===== config.mk =====
export PLATFORM = sky130hd
export DESIGN_NAME = bus_fifo_regs
export DESIGN_NICKNAME = d
export VERILOG_FILES = /design/src/rtl/bus_fifo_regs.sv
export SDC_FILE = /design/constraint.sdc
export NUM_CORES = 1
export LEC_CHECK = 0
export BUFFER_PORTS_ARGS = -buffer_cell sky130_fd_sc_hd__buf_4
export CORE_MARGIN = 2
export CORE_UTILIZATION = 46
export DETAILED_ROUTE_END_ITERATION = 16
export SLEW_MARGIN = 20
export SYNTH_ARGS = -nofsm -noshare
export SYNTH_HDL_FRONTEND = slang
export SYNTH_SLANG_ARGS = --single-unit
export TNS_END_PERCENT = 100

===== constraint.sdc =====
create_clock -name aclk -period 3.95 [get_ports aclk]
set_input_delay 0.1975 -clock aclk [delete_from_list [all_inputs] [get_ports aclk]]
set_output_delay 0.1975 -clock aclk [all_outputs]
set_load 0.02 [all_outputs]

===== src/rtl/bus_fifo_regs.sv =====
// bus_fifo_regs: memory-mapped write FIFO on the decoded register bus.
// The host pushes words through DATA (offset 0).
// STATUS (offset 1) reports count, empty, full and a sticky overflow bit.
// CTRL (offset 2) holds the irq threshold and a self-clearing flush bit.
// Fabric logic drains the FIFO through the m_data/m_valid/m_ready stream.
// Optional feature macro: BUS_FIFO_IRQ_EN adds the registered level
// interrupt output irq.
module bus_fifo_regs #(
    parameter logic [31:0] BASE_ADDR = 32'h0000_0100,
    parameter int          DEPTH     = 16
) (
    input  logic        aclk,
    input  logic        reset,
    input  logic [31:0] bus_addr,
    input  logic [31:0] bus_wdata,
    input  logic        bus_wr,
    input  logic        bus_rd,
    output logic [31:0] bus_rdata,
    output logic        bus_rvalid,
    output logic [31:0] m_data,
    output logic        m_valid,
    input  logic        m_ready
`ifdef BUS_FIFO_IRQ_EN
    ,
    output logic        irq
`endif
);

    localparam int AW = $clog2(DEPTH);
    localparam int CW = AW + 1;

    localparam logic [1:0] OFF_DATA   = 2'd0;
    localparam logic [1:0] OFF_STATUS = 2'd1;
    localparam logic [1:0] OFF_CTRL   = 2'd2;

    // Storage and state
    logic [31:0]   mem_q [DEPTH];
    logic [AW-1:0] wr_ptr_q, wr_ptr_d;
    logic [AW-1:0] rd_ptr_q, rd_ptr_d;
    logic [CW-1:0] count_q, count_d;
    logic          ovf_q, ovf_d;
    logic [15:0]   thr_q, thr_d;
    logic [31:0]   rdata_q, rdata_d;
    logic          rvalid_q, rvalid_d;

    // Decode and handshake terms
    logic        hit;
    logic [1:0]  off;
    logic        wr_data, wr_status, wr_ctrl, rd_hit;
    logic        flush;
    logic        full, empty;
    logic        push_acc, push_drop, pop;
    logic [15:0] count16;
    logic [31:0] status_word;
    logic        unused_addr_lsbs;

    assign unused_addr_lsbs = ^bus_addr[1:0];

    assign hit       = (bus_addr[31:4] == BASE_ADDR[31:4]);
    assign off       = bus_addr[3:2];
    assign wr_data   = bus_wr && hit && (off == OFF_DATA);
    assign wr_status = bus_wr && hit && (off == OFF_STATUS);
    assign wr_ctrl   = bus_wr && hit && (off == OFF_CTRL);
    assign rd_hit    = bus_rd && hit;
    assign flush     = wr_ctrl && bus_wdata[16];

    // Full is judged on the pre-edge count, so a same-cycle pop never
    // makes room for a push. Flush discards any concurrent push or pop.
    assign full      = (count_q == CW'(DEPTH));
    assign empty     = (count_q == '0);
    assign push_acc  = wr_data && !full && !flush;
    assign push_drop = wr_data && full && !flush;
    assign pop       = m_valid && m_ready && !flush;

    assign count16     = 16'(count_q);
    assign status_word = {ovf_q, 13'd0, full, empty, count16};

    assign m_data     = mem_q[rd_ptr_q];
    assign m_valid    = !empty;
    assign bus_rdata  = rdata_q;
    assign bus_rvalid = rvalid_q;

    // Next-state for pointers, count, overflow, threshold and read-back
    always_comb begin
        wr_ptr_d = wr_ptr_q;
        rd_ptr_d = rd_ptr_q;
        count_d  = count_q;
        ovf_d    = ovf_q;
        thr_d    = thr_q;
        rdata_d  = '0;
        rvalid_d = rd_hit;

        if (flush) begin
            wr_ptr_d = '0;
            rd_ptr_d = '0;
            count_d  = '0;
            ovf_d    = 1'b0;
        end else begin
            if (push_acc) wr_ptr_d = wr_ptr_q + 1'b1;
            if (pop)      rd_ptr_d = rd_ptr_q + 1'b1;
            if (push_acc && !pop)      count_d = count_q + 1'b1;
            else if (pop && !push_acc) count_d = count_q - 1'b1;
            if (push_drop)                      ovf_d = 1'b1;
            else if (wr_status && bus_wdata[31]) ovf_d = 1'b0;
        end

        if (wr_ctrl) thr_d = bus_wdata[15:0];

        // Read-back always reflects the state before this edge
        if (rd_hit) begin
            case (off)
                OFF_STATUS: rdata_d = status_word;
                OFF_CTRL:   rdata_d = {16'd0, thr_q};
                default:    rdata_d = '0;
            endcase
        end
    end

    // Control state and registered read port
    always_ff @(posedge aclk) begin
        if (reset) begin
            wr_ptr_q <= '0;
            rd_ptr_q <= '0;
            count_q  <= '0;
            ovf_q    <= 1'b0;
            thr_q    <= '0;
            rdata_q  <= '0;
            rvalid_q <= 1'b0;
        end else begin
            wr_ptr_q <= wr_ptr_d;
            rd_ptr_q <= rd_ptr_d;
            count_q  <= count_d;
            ovf_q    <= ovf_d;
            thr_q    <= thr_d;
            rdata_q  <= rdata_d;
            rvalid_q <= rvalid_d;
        end
    end

    // FIFO storage; contents are not reset, only the pointers are
    always_ff @(posedge aclk) begin
        if (push_acc) mem_q[wr_ptr_q] <= bus_wdata;
    end

`ifdef BUS_FIFO_IRQ_EN
    logic irq_q, irq_d;

    assign irq_d = ((count16 >= thr_q) && (thr_q != 16'd0)) || ovf_q;
    assign irq   = irq_q;

    // Interrupt level follows registered count/overflow by one cycle
    always_ff @(posedge aclk) begin
        if (reset) irq_q <= 1'b0;
        else       irq_q <= irq_d;
    end
`endif

endmodule

==> results.toml, run 1 <==
[global_routing]
grt-ovfl-total = 0
antenna_found_initial = 0
grt_pass1_wl_um = 70800
grt_start_max_net_pins = 61
grt_pass1_vias = 11180
grtUsageTotal_pct = 19.5

[clock_tree]
cts_tree = "done"
clk_pin_slew_worst_paths_ns = 0.06
cts_root_buf = "clkbuf_16"
clock_path_buffers = 3
h-tree-depth = 2
cts-buffers-inserted = 58
cts_resized = 0
cts.sinks = 566
clk_latency_ns = 0.61

[floorplan]
row_count = 79
initial_core_util_pct = 46.8
ioPinCount = 135
fp.dieH_um = 222
die-area_mm2 = 0.0493
die_w_um = 222
coreArea_mm2 = 0.0468

[sta]
fin_crit_sh_pct = 83.7
fin_ws_ns = 0.644
clock_skew_ns = 0.0110
setup_viol = 0
slew_violations = 0
fin_crit_ns = 3.31
rsz0062_at_grt = "false"
tns_ns = 0
relSlewSlack_pct = 37.9
final_hold_viol_count = 0
tightest_slew_ns = 0.932
timing.fmax_ghz = 0.303

[pwr]
vdd_drop_max_mv = 0.394
power.density_mw_per_mm2 = 540
p_total_uw = 13900
leakage_uw = 0.00822

[synth]
synth-edff-count = 512
yosysSeqAreaShare_pct = 75.2
ys.flop_type = "edfxtp_1"
async_flop_share_pct = 0
synth_top_cell_by_area = "edfxtp_1"
synthesis.area_mm2 = 0.0219
synth_top_area_share_pct = 70.3
synth_area_per_cell_um2 = 21.8
ys_seq_elements = 566
yosys_warnings = 0
synth_cell_type_count = 48
synth.area.top_cells = "edfxtp_1, mux4_2, dfxtp_1, ha_1, o31ai_1"
synthCells = 1003

[setup_path]
cp_common_cell = "ha_1"
arrival_ns = 3.84
crit_fanout = 6
reg2reg_depth = 10
worstSetupPathType = "flip-flop to flip-flop"
crit_chain = "or4_1 -> o21ai_4 -> nor4_4 -> ha_1 -> inv_1 -> ha_1 -> nor2b_1 -> o21a_1 -> or4b_2 -> a31oi_1"
r2r_slack_ns = 0.64
required_ns = 4.49
cp-end-kind = "flip-flop"
cpMaxStageDelayCell = "or4_1"
max_stage_delay_ns = 0.72
startpoint_type = "flip-flop"

[placement]
dp_slack_ns = 0.686
place_area_mm2 = 0.0237
hpwl_um = 25600
gp_congestion = 0.745
port_buffers = 119

[finish]
finalNetCount = 1273
fin_area_mm2 = 0.0258
diodes = 0
syn_to_final_growth_pct = 18.0
drive_gt1_share_pct = 34.3

[drt]
ant_nets = 0
wl_um = 47100
post-route-drc-count = 0
via_per_inst = 5.75
post_drt_wl_per_cell_um = 25.5
vias = 10596
drt_iter0_drc = 858
drt_first_pass_iters = 5

[hold_path]
whs_path_depth = 4
hold_class = "primary input to flip-flop"

[job]
maxCapViolCount = 0

[run_status]
outcome = "completed"
-- cells by family after synthesis --
family                     count (synthesis)  synth area share, %
AOI/OAI and AO/OA                         65                 2.03
xor gates and xnor gates                   5                0.200
adders and majority gates                 14                0.835
buffers and inverters                     82                 1.81
DFF                                      566                 75.2
muxes                                    161                 16.5
other                                      1               0.0171
and+or+nand+nor                          109                 3.34
-- worst max-delay path: cells and delay by family, from the launching register on --
family	cells	cell delay [ns]
compound gates	3	0.65
simple gates	4	1.55
fa+ha+maj	2	0.52
flops	1	0.37
buf+inv	1	0.14
-- cell usage in the layout (no fill, tap or decap), types with 3 or more instances in the layout --
cell type      synthesis  routed
nand4_1               17      17
buf_4                 16     139
ha_1                  13      13
clkbuf_16              0      58
a21oi_1               22      22
and2_1                13      13
o31ai_1               19      19
nor4_2                 6       6
nor3_1                 3       3
nand2_1                5       5
clkbuf_1              33      21
nor2_1                19      19
clkinv_1               0       8
clkinv_2               0       8
and4_1                 8       4
buf_12                 0      14
dfxtp_1               54      50
nor2b_1                6       6
bufinv_16              0       4
edfxtp_1             512     512
o211ai_1               7       7
and3_1                12       4
a22oi_1                5       5
and4b_2                0       4
xor2_1                 5       5
conb_1                 1      13
or4_1                  3       3
and4_2                 0       4
mux4_2               160     160
dlygate4sd3_1          0      33
nand3_1                4       4
inv_1                 11      11
and3_2                 0       8
-- registers in the layout, indices dropped and copies added (netlist names), named ones only --
| name | count |
|---|---|
| rd_ptr_q | 4 |
| bus_rvalid | 1 |
| wr_ptr_q | 4 |
| mem_q | 512 |
| bus_rdata | 19 |
| ovf_q | 1 |
| count_q | 5 |
| thr_q | 16 |
-- cell usage after synthesis, types with 2 or more instances --
library cell,count
nand3_1,4
nand4_1,17
nor3_1,3
nor4_1,2
buf_1,5
buf_4,16
a22oi_1,5
nor2b_1,6
nand2_1,5
nand4_2,2
or4_1,3
o31ai_1,19
and4b_1,4
nor4_2,6
a32o_1,2
clkbuf_1,33
xor2_1,5
and4_1,8
edfxtp_1,512
inv_1,11
dfxtp_1,54
and2_1,13
mux4_2,160
and3_1,12
ha_1,13
nor2_1,19
o211ai_1,7
o21a_1,2
buf_2,15
a21oi_1,22
-- worst paths after layout --
| path | start | end |
|---|---|---|
| worst max-delay path | count_q[0]$_SDFFE_PP0P_ | count_q[4]$_SDFFE_PP0P_ |
| worst min-delay path | m_ready | flip-flop |
| worst max register to register | count_q[0]$_SDFFE_PP0P_ | count_q[4]$_SDFFE_PP0P_ |
| worst min register to register | thr_q[13]$_SDFFE_PP0N_ | bus_rdata[13]$_SDFF_PP0_ |
-- through the flow --
stage               instances  hold slack [ns]  util (%)
floorplan                1015            0.296         -
global placement         1704            0.438      50.6
detailed placement       1704            0.444      50.6
CTS                      1844          0.00691      55.2
global route             1844           0.0597      55.2
finish                   1844           0.0301      55.2
-- what timing repair did --
action / in CTS / in global routing
setup buffers: 0 / 0
hold buffers: 33 / 0
hold endpoints to repair: 529 / 0
-- final cells by class --
type | count | area [um2]
fill | 3578 | 20900
sequential | 566 | 16500
multi-input combinational | 367 | 5080
timing repair buffer | 186 | 1650
clock buffer | 81 | 1560
tap | 607 | 759
clock inverter | 26 | 245
inverter | 11 | 41.3
-- routing by layer --
| metal | GRT usage, % | part of all wire (%) | wire (um) | vias to the layer above |
|---|---|---|---|---|
| met3 | 3.83 | 5.9 | 2790 | 66 |
| met2 | 31.8 | 49 | 22900 | 309 |
| li1 | - | - | - | 4594 |
| met1 | 27.4 | 44 | 20500 | 5627 |
| met4 | 4.51 | 1.8 | 859 | 0 |
| met5 | 0 | 0 | 0 | - |
-- power by group --
| group | internal, uW | switching (uW) | leakage, uW |
|---|---|---|---|
| combinational | 1070 | 990 | 0.00231 |
| clock | 3010 | 2190 | 0.000875 |
| sequential | 6560 | 116 | 0.00504 |
| total | 10600 | 3300 | 0.00822 |
Power figures use the tool's default switching activity.
==> run 2: changes to the inputs <==
==> constraint.sdc (replaced) <==
create_clock -name aclk -period 3.4 [get_ports aclk]
set_input_delay 0.17 -clock aclk [delete_from_list [all_inputs] [get_ports aclk]]
set_output_delay 0.17 -clock aclk [all_outputs]
set_load 0.02 [all_outputs]
==> run 2 against run 1 <==
Clock skew increased by 0.0065 ns. Clock power increased by 20%. Highest routed layer unchanged. Setup slack lost 0.44 ns. Critical path depth unchanged.
==> results.toml, run 2 (same netlist as run 1, synthesis figures left out) <==
[floorplan]
fp.dieH_um = 222
ioPinCount = 135
die_w_um = 222
row_count = 79
die-area_mm2 = 0.0493
coreArea_mm2 = 0.0468
initial_core_util_pct = 46.8

[global_routing]
grtUsageTotal_pct = 19.4
grt_util_met3_pct = 3.68
antenna_found_initial = 0
grt_pass1_wl_um = 70600
grt_start_max_net_pins = 43
grtUsageMet2_pct = 31.9
top_usage_layer = "met2"
grt_pass1_vias = 11194
grt_use_met1_pct = 27.0
grt-ovfl-total = 0

[setup_path]
cp-end-kind = "flip-flop"
cp_top_family = "simple AND/OR/NAND/NOR gates"
max_stage_delay_ns = 0.63
arrival_ns = 3.72
worstSetupPathType = "flip-flop to flip-flop"
path_buf_inv = 1
startpoint_type = "flip-flop"
crit_chain = "or4_1 -> o21ai_4 -> nor4_4 -> ha_1 -> inv_1 -> ha_1 -> nor2b_1 -> o21a_1 -> or4b_2 -> a31oi_1"
cpMaxStageDelayCell = "or4_1"
crit_fanout = 6
required_ns = 3.93
cp_common_cell = "ha_1"

[sta]
tns_ns = 0
final_hold_viol_count = 0
relSlewSlack_pct = 60.1
rsz0062_at_grt = "false"
tightest_slew_ns = 0.598
fin_crit_ns = 3.20
fin_crit_sh_pct = 94.0
timing.fmax_ghz = 0.313
clock_skew_ns = 0.0175
slew_violations = 0
setup_viol = 0

[drt]
post_drt_wl_per_cell_um = 25.5
wl_um = 47100
drt_first_pass_iters = 5
via_per_inst = 5.74
post-route-drc-count = 0
ant_nets = 0
drt_iter0_drc = 872
vias = 10604

[finish]
fill_cells = 3503
final_cell_mix = "edfxtp_1, mux4_2, buf_4"
largest_reg_flops = 512
diodes = 0
finalNetCount = 1277
syn_to_final_growth_pct = 19.0
layout_commonest_cell = "edfxtp_1"
drive_gt1_share_pct = 34.6
final_cells = 1848
largest_register = "mem_q"

[pwr]
power.density_mw_per_mm2 = 632
leakage_uw = 0.00830
vdd_drop_max_mv = 0.343

[run_status]
outcome = "completed"

[clock_tree]
clock_path_buffers = 3
h-tree-depth = 2
postCtsSetupBuffers = 0
cts.sinks = 566
cts_root_buf = "clkbuf_16"
clk_latency_ns = 0.61
cts-buffers-inserted = 56
cts_tree = "done"
clk_pin_slew_worst_paths_ns = 0.06

[hold_path]
hold_class = "primary input to flip-flop"

[placement]
dp_cells = 1709
gp_congestion = 0.754
port_buffers = 119
hpwl_um = 25700

[job]
maxCapViolCount = 0
[run 2: stage by stage]
step                util [%]  hold slack, ns  cell area [um2]  setup slack (ns)  total power (uW)
CTS                     55.7          0.0464            26000             0.205             16600
floorplan                  -           0.269            21900             0.292              9570
global route            55.7          0.0936            26000            0.0361             17100
global placement        51.0           0.439            23800             0.269             10300
finish                  55.7          0.0912            26000             0.204             16500
detailed placement      51.0           0.444            23800             0.195             10400
[run 2: final timing paths]
path / startpoint / cells past startpoint / endpoint / slack [ns]
max: count_q[0]$_SDFFE_PP0P_ / 10 / count_q[4]$_SDFFE_PP0P_ / 0.20
min: bus_addr[22] / 4 / bus_rvalid$_SDFF_PP0_ / 0.09
max reg2reg: count_q[0]$_SDFFE_PP0P_ / 10 / count_q[4]$_SDFFE_PP0P_ / 0.20
min reg2reg: thr_q[8]$_SDFFE_PP0N_ / 1 / bus_rdata[8]$_SDFF_PP0_ / 0.46
[run 2: per-layer routing]
layer | vias up | wire length (um) | part of all wire (%)
met5 | - | 0 | 0
met2 | 307 | 23200 | 49
met3 | 64 | 2630 | 5.6
li1 | 4592 | - | -
met4 | 0 | 878 | 1.9
met1 | 5641 | 20400 | 43
[run 2: tightest hold or removal path, cell delays in order]
cell and delay, ns:
buf_4 0.08, nor4_2 0.04, and4_1 0.17, and2_1 0.17
[run 2: power by group]
group / internal [uW] / switching, uW
sequential: 7620 / 137
combinational: 1300 / 1150
clock: 3720 / 2540
total: 12600 / 3820
[run 2: timing repair]
| item | 4_1_cts | 5_1_grt |
|---|---|---|
| setup endpoints to repair | 0 | 0 |
| hold endpoints to repair | 533 | 0 |
| gates resized for setup | 0 | 0 |
| hold buffers | 34 | 0 |
[run 2: cell type report]
cell class                      instances  area [um2]  share of cell area (%)
Multi-Input combinational cell        367        5080                    19.5
Sequential cell                       566       16500                    63.3
Clock inverter                         26         307                    1.18
Tap cell                              607         759                    2.92
Inverter                               11        41.3                   0.159
Timing Repair Buffer                  192        1810                    6.97
Clock buffer                           79        1560                    5.99
==> run 3: changes to the inputs <==
--- a/config.mk
+++ b/config.mk
@@ -5,10 +5,10 @@
 export SDC_FILE = /design/constraint.sdc
 export NUM_CORES = 1
 export LEC_CHECK = 0
-export BUFFER_PORTS_ARGS = -buffer_cell sky130_fd_sc_hd__buf_4
 export CORE_MARGIN = 2
 export CORE_UTILIZATION = 46
 export DETAILED_ROUTE_END_ITERATION = 16
+export DONT_BUFFER_PORTS = 1
 export SLEW_MARGIN = 20
 export SYNTH_ARGS = -nofsm -noshare
 export SYNTH_HDL_FRONTEND = slang
==> run 3 against run 2 <==
Register-to-register slack improved by 0.13 ns. Global-route usage fell by 0.14 points. Clock-buffer cell count rose by 7. Setup slack improved by 0.13 ns. Non-clock buffer count fell by 115. Clock skew fell by 0.0082 ns. Combinational power fell by 9.8%. Total power fell by 5.0%. Clock power fell by 9.4%. Critical path depth did not move. Critical endpoint unchanged. Cell count fell by 6.3%.
==> results.toml, run 3 (same netlist as run 1, synthesis figures left out) <==
[setup_path]
worstSetupPathType = "flip-flop to flip-flop"
max_stage_delay_ns = 0.62
crit_chain = "or4_1 -> o21ai_4 -> nor4_4 -> ha_1 -> inv_1 -> ha_1 -> nor2b_1 -> o21a_1 -> or4b_2 -> a31oi_1"
arrival_ns = 3.59
cp_top_family = "simple AND/OR/NAND/NOR gates"
required_ns = 3.92
cp_common_cell = "ha_1"
crit_fanout = 6
cpMaxStageDelayCell = "or4b_2"
cp-end-kind = "flip-flop"
path_buf_inv = 1
startpoint_type = "flip-flop"

[floorplan]
die-area_mm2 = 0.0493
row_count = 79
coreArea_mm2 = 0.0468
initial_core_util_pct = 46.8
die_w_um = 222
fp.dieH_um = 222
ioPinCount = 135

[pwr]
p_total_uw = 15600
vdd_drop_max_mv = 0.381
leakage_uw = 0.00759
power.density_mw_per_mm2 = 632

[global_routing]
grt_pass1_vias = 10795
grt_pass1_wl_um = 69900
antenna_found_initial = 0
grt-ovfl-total = 0
grtUsageTotal_pct = 19.3
grt_start_max_net_pins = 46

[sta]
fin_crit_sh_pct = 90.2
slew_violations = 0
setup_viol = 0
clock_skew_ns = 0.00934
fin_crit_ns = 3.07
tns_ns = 0
tightest_slew_ns = 0.939
rsz0062_at_grt = "false"
timing.fmax_ghz = 0.326
fin_ws_ns = 0.334
relSlewSlack_pct = 37.2
final_hold_viol_count = 0

[clock_tree]
clk_latency_ns = 0.60
postCtsSetupBuffers = 0
clk_pin_slew_worst_paths_ns = 0.05
cts_tree = "done"
cts_root_buf = "clkbuf_16"
h-tree-depth = 2
cts.sinks = 566
clock_path_buffers = 3
cts-buffers-inserted = 56

[finish]
finalNetCount = 1162
largest_register = "mem_q"
largest_reg_flops = 512
syn_to_final_growth_pct = 13.2
layout_commonest_cell = "edfxtp_1"
diodes = 0
drive_gt1_share_pct = 26.2
final_cell_mix = "edfxtp_1, mux4_2, clkbuf_16"
fill_cells = 3612
fin_area_mm2 = 0.0248

[placement]
port_buffers = 0
gp_congestion = 0.757
hpwl_um = 24300
dp_slack_ns = 0.324
place_area_mm2 = 0.0227

[hold_path]
hold_class = "primary input to flip-flop"

[drt]
post-route-drc-count = 0
vias = 10268
ant_nets = 0
wl_um = 46800
post_drt_wl_per_cell_um = 27.0
drt_first_pass_iters = 5
via_per_inst = 5.93
drt_iter0_drc = 1006

[job]
maxCapViolCount = 0

[run_status]
outcome = "completed"
==> run 3: cell count changes in the layout (fill, tap and decap cells not counted), sizes merged <==
cell	change
buf	-119
clkbuf	+7
bufinv	-6
dlygate4sd3	+4
clkinvlp	-2
clkinv	-1
==> run 3: repair_timing <==
action	4_1_cts	5_1_grt
hold buffers	38	0
gates resized for setup	0	0
endpoints found under the hold margin	547	0
==> run 3: power by group <==
| group | leakage [uW] | internal (uW) | switching, uW |
|---|---|---|---|
| Combinational | 0.00176 | 1100 | 1110 |
| Clock | 0.000796 | 3200 | 2470 |
| Sequential | 0.00504 | 7620 | 138 |
==> run 3: final timing paths <==
check | startpoint | end | slack (ns) | cells after the start
hold reg to reg | thr_q[12]$_SDFFE_PP0N_ | bus_rdata[12]$_SDFF_PP0_ | 0.46 | 1
setup reg to reg | count_q[0]$_SDFFE_PP0P_ | count_q[4]$_SDFFE_PP0P_ | 0.33 | 10
setup / recovery | count_q[0]$_SDFFE_PP0P_ | count_q[4]$_SDFFE_PP0P_ | 0.33 | 10
hold / removal | bus_addr[2] | bus_rdata[16]$_SDFF_PP0_ | 0.07 | 3
==> run 3: worst register-to-register path: cells and delay by family (launching register included) <==
family / cells / cell delay, ns
simple gates: 4 / 1.45
compound gates: 3 / 0.60
fa+ha+maj: 2 / 0.46
flops: 1 / 0.36
buf+inv: 1 / 0.12
==> run 3: layout make-up <==
class / instances / area, um2 / area share [%]
tap: 607 / 759 / 3.07
timing repair buffer: 77 / 748 / 3.02
multi-input combinational: 367 / 5080 / 20.5
sequential: 566 / 16500 / 66.5
inverter: 11 / 41.3 / 0.167
clock buffer: 86 / 1560 / 6.28
clock inverter: 17 / 101 / 0.409
==> run 3: through the flow <==
stage,cells,util [%],hold slack (ns)
finish,1731,52.9,0.0666
floorplan,1015,-,0.269
global placement,1590,48.6,0.244
global route,1731,52.9,0.0990
detailed placement,1590,48.6,0.246
CTS,1731,52.9,0.0316
==> run 3: per-layer routing <==
metal / global-route usage [%] / up-vias / share of wire, %
met5: 0 / - / 0
met4: 4.93 / 0 / 1.6
met3: 3.35 / 57 / 6.5
met2: 32.1 / 371 / 49
met1: 26.7 / 5482 / 42
li1: - / 4358 / -
